<file path="src/rtl/mdu_seq_divider.sv">
// Radix-2 restoring divider for RV64 div/divu/rem/remu, one op per valid/ready handshake.
// Optional macro MDU_DIV_FASTPATH_EN: special cases and small dividends bypass the iteration.
module mdu_seq_divider #(
  parameter int XLEN = 64
) (
  input  logic            clock,
  input  logic            reset_n,
  input  logic            in_valid,
  output logic            in_ready,
  input  logic            div,
  input  logic            divu,
  input  logic            rem,
  input  logic            remu,
  input  logic [XLEN-1:0] src1,
  input  logic [XLEN-1:0] src2,
  input  logic            flush,
  output logic            out_valid,
  input  logic            out_ready,
  output logic [XLEN-1:0] result
);

  localparam int CW = $clog2(XLEN);
  localparam logic [XLEN-1:0] ZERO    = {XLEN{1'b0}};
  localparam logic [XLEN-1:0] ONES    = {XLEN{1'b1}};
  localparam logic [XLEN-1:0] INT_MIN = {1'b1, {(XLEN-1){1'b0}}};
  localparam logic [CW-1:0]   CNT_ONE = {{(CW-1){1'b0}}, 1'b1};
  localparam logic [CW-1:0]   CNT_TOP = CW'(XLEN - 1);

  typedef enum logic [1:0] {
    IDLE = 2'd0,
    CALC = 2'd1,
    DONE = 2'd2
  } state_t;

  function automatic logic [XLEN-1:0] neg_if(input logic [XLEN-1:0] v, input logic en);
    return en ? (~v + {{(XLEN-1){1'b0}}, 1'b1}) : v;
  endfunction

  state_t          state_r;
  logic [XLEN-1:0] quo_r, rem_r, divisor_r, special_val_r, result_r;
  logic [CW-1:0]   count_r;
  logic            neg_q_r, neg_r_r, is_rem_r, special_r, in_ready_r, out_valid_r;

  logic            op_signed_s, op_is_rem_s, sign1_s, sign2_s;
  logic            div_zero_s, ovf_s, special_s;
  logic [XLEN-1:0] mag1_s, mag2_s, special_val_s;
`ifdef MDU_DIV_FASTPATH_EN
  logic [XLEN-1:0] small_val_s;
`endif
  logic [XLEN:0]   rem_sh_s, trial_s;
  logic [XLEN-1:0] quo_nxt_s, rem_nxt_s, final_s;

  // Request decode: magnitudes, signs and special-case results from the raw inputs.
  always_comb begin
    op_signed_s = div | rem;
    op_is_rem_s = rem | remu;
    sign1_s     = op_signed_s & src1[XLEN-1];
    sign2_s     = op_signed_s & src2[XLEN-1];
    mag1_s      = neg_if(src1, sign1_s);
    mag2_s      = neg_if(src2, sign2_s);
    div_zero_s  = (src2 == ZERO);
    ovf_s       = op_signed_s && (src1 == INT_MIN) && (src2 == ONES);
    special_s   = div_zero_s | ovf_s;
    if (div_zero_s) begin
      special_val_s = op_is_rem_s ? src1 : ONES;
    end else if (ovf_s) begin
      special_val_s = op_is_rem_s ? ZERO : src1;
    end else begin
      special_val_s = ZERO;
    end
`ifdef MDU_DIV_FASTPATH_EN
    small_val_s = op_is_rem_s ? src1 : ZERO;
`endif
  end

  // One restoring step plus the sign-fixed result of the step that would end CALC.
  always_comb begin
    rem_sh_s  = {rem_r, quo_r[XLEN-1]};
    trial_s   = rem_sh_s - {1'b0, divisor_r};
    quo_nxt_s = {quo_r[XLEN-2:0], ~trial_s[XLEN]};
    rem_nxt_s = trial_s[XLEN] ? rem_sh_s[XLEN-1:0] : trial_s[XLEN-1:0];
    if (special_r) begin
      final_s = special_val_r;
    end else if (is_rem_r) begin
      final_s = neg_if(rem_nxt_s, neg_r_r);
    end else begin
      final_s = neg_if(quo_nxt_s, neg_q_r);
    end
  end

  // Control FSM and datapath registers; flush overrides every other event.
  always_ff @(posedge clock or negedge reset_n) begin
    if (!reset_n) begin
      state_r       <= IDLE;
      quo_r         <= ZERO;
      rem_r         <= ZERO;
      divisor_r     <= ZERO;
      special_val_r <= ZERO;
      result_r      <= ZERO;
      count_r       <= {CW{1'b0}};
      neg_q_r       <= 1'b0;
      neg_r_r       <= 1'b0;
      is_rem_r      <= 1'b0;
      special_r     <= 1'b0;
      in_ready_r    <= 1'b1;
      out_valid_r   <= 1'b0;
    end else if (flush) begin
      state_r     <= IDLE;
      in_ready_r  <= 1'b1;
      out_valid_r <= 1'b0;
    end else begin
      case (state_r)
        IDLE: begin
          if (in_valid) begin
            quo_r         <= mag1_s;
            rem_r         <= ZERO;
            divisor_r     <= mag2_s;
            neg_q_r       <= sign1_s ^ sign2_s;
            neg_r_r       <= sign1_s;
            is_rem_r      <= op_is_rem_s;
            special_r     <= special_s;
            special_val_r <= special_val_s;
            count_r       <= CNT_TOP;
            in_ready_r    <= 1'b0;
`ifdef MDU_DIV_FASTPATH_EN
            if (special_s) begin
              state_r     <= DONE;
              out_valid_r <= 1'b1;
              result_r    <= special_val_s;
            end else if (mag1_s < mag2_s) begin
              state_r     <= DONE;
              out_valid_r <= 1'b1;
              result_r    <= small_val_s;
            end else begin
              state_r <= CALC;
            end
`else
            state_r <= CALC;
`endif
          end else begin
            state_r <= IDLE;
          end
        end
        CALC: begin
          quo_r   <= quo_nxt_s;
          rem_r   <= rem_nxt_s;
          count_r <= count_r - CNT_ONE;
          if (count_r == {CW{1'b0}}) begin
            state_r     <= DONE;
            out_valid_r <= 1'b1;
            result_r    <= final_s;
          end else begin
            state_r <= CALC;
          end
        end
        DONE: begin
          if (out_ready) begin
            state_r     <= IDLE;
            out_valid_r <= 1'b0;
            in_ready_r  <= 1'b1;
          end else begin
            state_r <= DONE;
          end
        end
        default: begin
          state_r     <= IDLE;
          out_valid_r <= 1'b0;
          in_ready_r  <= 1'b1;
        end
      endcase
    end
  end

  assign in_ready  = in_ready_r;
  assign out_valid = out_valid_r;
  assign result    = result_r;

endmodule

</file>
<file path="config.mk">
export PLATFORM = sky130hd
export DESIGN_NAME = mdu_seq_divider
export DESIGN_NICKNAME = d
export VERILOG_FILES = /design/src/rtl/mdu_seq_divider.sv
export SDC_FILE = /design/constraint.sdc
export NUM_CORES = 1
export LEC_CHECK = 0
export CAP_MARGIN = 20
export CORE_AREA = 8 8 308 310
export CTS_CLUSTER_SIZE = 12
export DETAILED_ROUTE_END_ITERATION = 16
export DIE_AREA = 0 0 316 318
export PLACE_DENSITY = 0.54
export SKIP_LAST_GASP = 1
export SLEW_MARGIN = 0
export SYNTH_ARGS = -nofsm -noshare
export SYNTH_HDL_FRONTEND = slang
export SYNTH_SLANG_ARGS = --single-unit
</file>
<file path="constraint.sdc">
create_clock -name clock -period 6.25 [get_ports clock]
set_input_delay 1.5625 -clock clock [delete_from_list [all_inputs] [get_ports clock]]
set_output_delay 1.5625 -clock clock [all_outputs]
set_load 0.02 [all_outputs]
</file>
==> flow_summary.ini, run 1 <==
[yosys]
ys_ff_latch = 334
netlist_area_um2 = 26750
ys_types = 101
ys_seq_area_frac = 0.3124
syn_area_per_cell_um2 = 7.556
synth-xor-area-share = 0.08642
synth_common_cells = 501 x nand2_1, 457 x o21ai_0, 360 x nor2_1
synth_most_common_cell = nand2_1
netlist_instances = 3541
synthTopCellsByArea = dfrtp_1 31%, o21ai_0 8.5%, nand2_1 7.0%, nor2_1 5.1%, a21oi_1 4.8%
synth_nets = 3749
synth_edf_count = 0
synthAdderAreaFrac = 0.03348
ys_warn_count = 0
post_synth_and_or_nand_nor_area_fraction = 0.2334
synthMuxAreaShare = 0.02390
synth_top_area_cell = dfrtp_1
synthArstFlopShare = 1.000
synth-compound-area-share = 0.2647
synth_flop_cell = dfrtp_1
synth_top_family_by_area = compound AO/OA/AOI/OAI gates
synth_top_area_frac = 0.3115

[cts]
cts_buffer_depth = 3
clkLatencyLatePin_ps = 610
root_buffer = clkbuf_16
cts_tree = built
htreeDepth = 2
cts_hold_buf = 0
numCtsBuffers = 43
cts.clk_slew.worst_paths_ps = 60
clock-sinks = 334
postCtsSetupBuffers = 0

[layout]
layout-drive-gt1-share = 0.07300
final_core_utilization = 0.3566
final_nets = 3901
area_growth_pct = 19.43
finalInstanceArea_um2 = 31950
stdcell_count = 4916

[placement]
io_buffers = 201
hpwl_um = 86770
gp_congestion = 0.9284
dpl.cell_count = 4824
placed_cell_area_um2 = 30430

[pwr]
p_leak_nw = 12.98
peakVddDrop_mv = 0.4890
p_per_area_nw_per_um2 = 524.5

[detailed_routing]
first_pass_iters = 9
drt_wl_total_um = 111800
ant_nets = 0
vias = 27342
drc = 0
drt_iter0_drc = 2491
wl_per_cell_um = 22.73
via_per_inst = 5.562

[floorplanning]
die_w_um = 316
placeableCoreArea_um2 = 89600
io_pins = 203
dieArea_um2 = 100500
rows = 110
initial_core_util = 0.2986
die_y_um = 318

[timing]
drv_slew = 0
slew_headroom = 0.2527
rsz0062_at_grt = false
setup_viol = 0
fmax_mhz = 167.7
fin_worst_skew_ps = 36.24
hold_viol_final = 0
setup-tns-final_ps = 0
fin_crit_sh = 0.9541
finalCriticalPeriod_ps = 5963
tightest_slew_ps = 1121

[worst_setup_path]
end_kind = flop
critPathMaxFanout = 10
arrival_ps = 6390
r2r_end = result[46]$_DFFE_PN0P_
reg2reg_from = rem_r[20]$_DFFE_PN0P_
cp.required_ps = 6680
crit_type = reg -> reg
crit_path_start_kind = flop
reg2reg_slack_ps = 290
r2r_cells = 21

[min_path]
whs_endpoint = divisor_r[17]$_DFFE_PN0P_
hold_class = reg -> reg
min-delay-start = divisor_r[17]$_DFFE_PN0P_
whs_path_depth = 2

[run_status]
status = finished, final reports clean

[global_routing]
grt.overflow.total = 0
track_usage = 0.2155
grt_pass1_wl_um = 167900
antenna_found_initial = 22
grt_max_degree = 160
first_global_vias = 25806

[flow_run]
maxCapViolations = 0
[final cells by class]
class / count / area, um2
antenna: 14 / 35.03
clock buffer: 54 / 1217
multi-input combinational: 2895 / 17290
timing repair buffer: 316 / 2963
tap: 1176 / 1471
sequential: 334 / 8364
inverter: 103 / 389.1
fill: 9366 / 57650
clock inverter: 24 / 225.2
[registers in the layout, summed over array words and instances (netlist names)]
name / cells
divisor_r: 64
special_val_r: 64
special_r: 1
rem_r: 64
quo_r: 64
state_r: 2
result: 64
out_valid: 1
is_rem_r: 1
count_r: 6
neg_q_r: 1
in_ready: 1
neg_r_r: 1
[per-layer routing]
metal  part of all wire  vias to the layer above  track usage
met3              0.080                      127      0.04937
met2               0.45                      870       0.3394
met5            0.00092                        -            0
met1               0.44                    13184       0.2952
li1                   -                    13145            -
met4              0.026                       16      0.05602
[logic make-up (layout without fill, tap and decap cells)]
family          Yosys count  after routing
compound gates         1153           1153
mux                      63             63
buf+inv                 312            497
simple gates           1344           1344
fa+ha+maj                71             71
flops                   334            334
other cells               0             14
xor+xnor                264            264
[cells in the final DEF, fill, tap and decap left out, drive strengths merged, types with 52 or more instances in the layout]
| cell type | instances |
|---|---|
| nand2 | 501 |
| or3 | 56 |
| ha | 70 |
| inv | 107 |
| clkbuf | 54 |
| nor2 | 360 |
| xor2 | 131 |
| buf | 116 |
| nand3 | 52 |
| clkdlybuf4s50 | 200 |
| o21ai | 472 |
| nand4 | 61 |
| xnor2 | 133 |
| nor3 | 85 |
| a21oi | 254 |
| dfrtp | 333 |
| mux2i | 56 |
| o31ai | 67 |
[power breakdown]
group / switching, mW / total, mW / internal (mW)
clock: 1.12 / 2.57 / 1.45
combinational: 7.31 / 11.1 / 3.82
sequential: 0.527 / 3.05 / 2.53
[critical path, cell delays in order, from the launching register on]
cell and delay (ps):
dfrtp_1 420, ha_1 370, a21oi_1 260, o21ai_0 220, a221oi_2 450, o21bai_1 220, o21a_1 240, o211a_4 310
inv_4 130, nor2_1 50, a21oi_1 180, ha_1 220, inv_1 60, or4_4 570, or2_2 330, mux2i_1 360
nand2_1 140, o41ai_1 360, xnor2_1 180, a221oi_1 450, buf_4 190, o21ai_0 60
[how the worst max path moves through the flow]
stage	to	from	slack [ps]	cells after the start
global placement	result[60]$_DFFE_PN0P_	quo_r[63]$_DFFE_PN0P_	8	26
finish	result[46]$_DFFE_PN0P_	rem_r[20]$_DFFE_PN0P_	290	21
detailed placement	result[60]$_DFFE_PN0P_	rem_r[18]$_DFFE_PN0P_	-3	24
CTS	result[60]$_DFFE_PN0P_	quo_r[63]$_DFFE_PN0P_	100	26
floorplan	result[42]$_DFFE_PN0P_	quo_r[63]$_DFFE_PN0P_	20	26
global route	result[60]$_DFFE_PN0P_	rem_r[20]$_DFFE_PN0P_	10	23
[repair_timing]
| action | 4_1_cts | 5_1_grt |
|---|---|---|
| resized for setup | 2 | 9 |
| pin swaps | 0 | 3 |
| endpoints found under the hold margin | 0 | 0 |
| setup endpoints to repair | 1 | 11 |
[per-stage QoR]
step	power (mW)	hold slack [ps]	worst slack, ps
after floorplan	9.992	442.3	19.51
after global placement	13.93	455.5	8.378
after detailed placement	13.98	464.5	-3.269
after CTS	16.62	477.4	101.9
after global routing	17.81	500.4	9.720
final	16.76	479.0	287.0
(Power assumes the default switching activity.)
==> inputs of run 2 (changes only) <==
Settings changed: PLACE_DENSITY 0.54 to 0.52.
Clock period 6.25 ns to 6.2 ns, I/O delays scaled along.
==> run 2 against run 1 <==
Net effect: largest cell class unchanged; critical path depth increased by 2; the flow now finishes with violations (design-rule violations); worst hold slack got worse by 13 ps; non-clock buffer count increased by 17; highest routed layer unchanged; via count increased by 0.22%.
==> flow_summary.ini, run 2 (synthesized netlist as in run 1, its figures left out) <==
[global_routing]
grt.overflow.total = 0
grt_pass1_wl_um = 168900
antenna_found_initial = 13
track_usage = 0.2178
grt_max_degree = 193
first_global_vias = 25848

[flow_run]
maxCapViolations = 0

[timing]
rsz0062_at_grt = true
fin_crit_sh = 0.9682
fin_worst_skew_ps = 38.48
drv_slew = 0
finalCriticalPeriod_ps = 6003
slew_headroom = 0.2944
setup_viol = 0
tightest_slew_ps = 1045
whs_ps = 466.5
fmax_mhz = 166.6
hold_viol_final = 0

[floorplanning]
io_pins = 203
placeableCoreArea_um2 = 89600
initial_core_util = 0.2986
rows = 110
dieArea_um2 = 100500
die_y_um = 318
die_w_um = 316

[worst_setup_path]
end_kind = flop
cp.required_ps = 6650
crit_path_start_kind = flop
critPathMaxFanout = 6
arrival_ps = 6450
crit_type = reg -> reg

[layout]
regArea_um2 = 8364
multi_input_area_um2 = 17280
final_common_cell = nand2_1
final_cell_mix = 500 x nand2_1, 456 x o21ai_0, 360 x nor2_1
finalInstanceArea_um2 = 32100
fillers = 9481
area_growth_pct = 19.98
final_core_utilization = 0.3583
layout-drive-gt1-share = 0.07353
final_nets = 3918

[detailed_routing]
drt_wl_total_um = 113400
drc = 2
via_per_inst = 5.565
wl_per_cell_um = 23.02
wl_met3_um = 7472
wl_met2_um = 51830
vias = 27403
wl_met1_um = 51150
first_pass_iters = 11
drt_iter0_drc = 2699
ant_nets = 0
top_layer = met5

[cts]
htreeDepth = 2
root_buffer = clkbuf_16
clkLatencyLatePin_ps = 600
clock-sinks = 334
cts.clk_slew.worst_paths_ps = 60
postCtsSetupBuffers = 0
numCtsBuffers = 43
cts_buffer_depth = 3
cts_tree = built

[pwr]
p_leak_nw = 13.08
peakVddDrop_mv = 0.4567
p_per_area_nw_per_um2 = 532.1

[placement]
gp_congestion = 0.9062
io_buffers = 201
placed_cell_area_um2 = 30580
hpwl_um = 87790

[run_status]
status = finished with violations
violations = design-rule violations

[min_path]
hold_class = reg -> reg
[run 2: cell count changes in the layout (fill, tap and decap cells not counted), moves of 2 or more]
cell	change
clkinvlp_4	-2
clkinv_2	-8
diode_2	-6
clkbuf_1	+8
buf_4	+15
inv_6	-2
buf_12	+2
bufinv_16	+3
[run 2: power by group]
group,internal [mW],switching [mW],total (mW)
clock network,1.58,1.07,2.65
logic,3.95,7.39,11.3
registers,2.55,0.534,3.08
[run 2: critical path, stage by stage (launching register included)]
cell,delay (ps)
dfrtp_1,390
inv_1,110
ha_1,250
fa_1,390
nand2b_1,220
a21boi_4,180
o211ai_1,260
a31oi_4,340
o21a_1,160
o211a_4,250
clkinv_2,150
nand2_1,90
o21ai_0,100
inv_1,90
ha_1,170
inv_1,60
or4_4,570
or2_2,330
mux2i_1,380
nand2_1,120
or4_1,520
o41ai_1,350
xor2_1,290
o22ai_1,110
[run 2: path summary, 6_finish.rpt]
kind | slack (ps) | depth (start not counted) | to | start
max | 200 | 23 | result[62]$_DFFE_PN0P_ | quo_r[63]$_DFFE_PN0P_
min | 470 | 2 | result[53]$_DFFE_PN0P_ | result[53]$_DFFE_PN0P_
max in group asynchronous | 4060 | 2 | result[0]$_DFFE_PN0P_ | reset_n
min in group asynchronous | 980 | 1 | divisor_r[2]$_DFFE_PN0P_ | reset_n
max reg2reg | 200 | 23 | result[62]$_DFFE_PN0P_ | quo_r[63]$_DFFE_PN0P_
min reg2reg | 470 | 2 | result[53]$_DFFE_PN0P_ | result[53]$_DFFE_PN0P_
[run 2: metal layers]
| metal | global-route usage | vias up |
|---|---|---|
| li1 | - | 13206 |
| met1 | 0.3031 | 13205 |
| met2 | 0.3473 | 854 |
| met3 | 0.03750 | 128 |
| met4 | 0.05480 | 10 |
| met5 | 0 | - |
[run 2: repair_timing]
| action | 4_1_cts | 5_1_grt |
|---|---|---|
| resized for setup | 0 | 7 |
| endpoints found under the setup margin | 0 | 8 |
| hold buffers | 0 | 0 |
[run 2: cell type report]
class	instances	area share
Multi-Input combinational cell	2895	0.5384
Sequential cell	334	0.2606
Timing Repair Buffer	333	0.09705
Tap cell	1176	0.04584
Clock buffer	63	0.03929
Inverter	103	0.01208
Clock inverter	12	0.006197
Antenna cell	8	0.0006236
[run 2: stage by stage]
stage	TNS [ps]	std cells	setup slack (ps)	power, mW
CTS	0	4916	23.89	16.99
floorplan	0	3541	0.4525	10.08
global placement	0	4840	113.7	14.23
finish	0	4924	197.1	17.08
detailed placement	0	4841	63.93	14.28
global route	-22.35	4917	-22.35	18.15
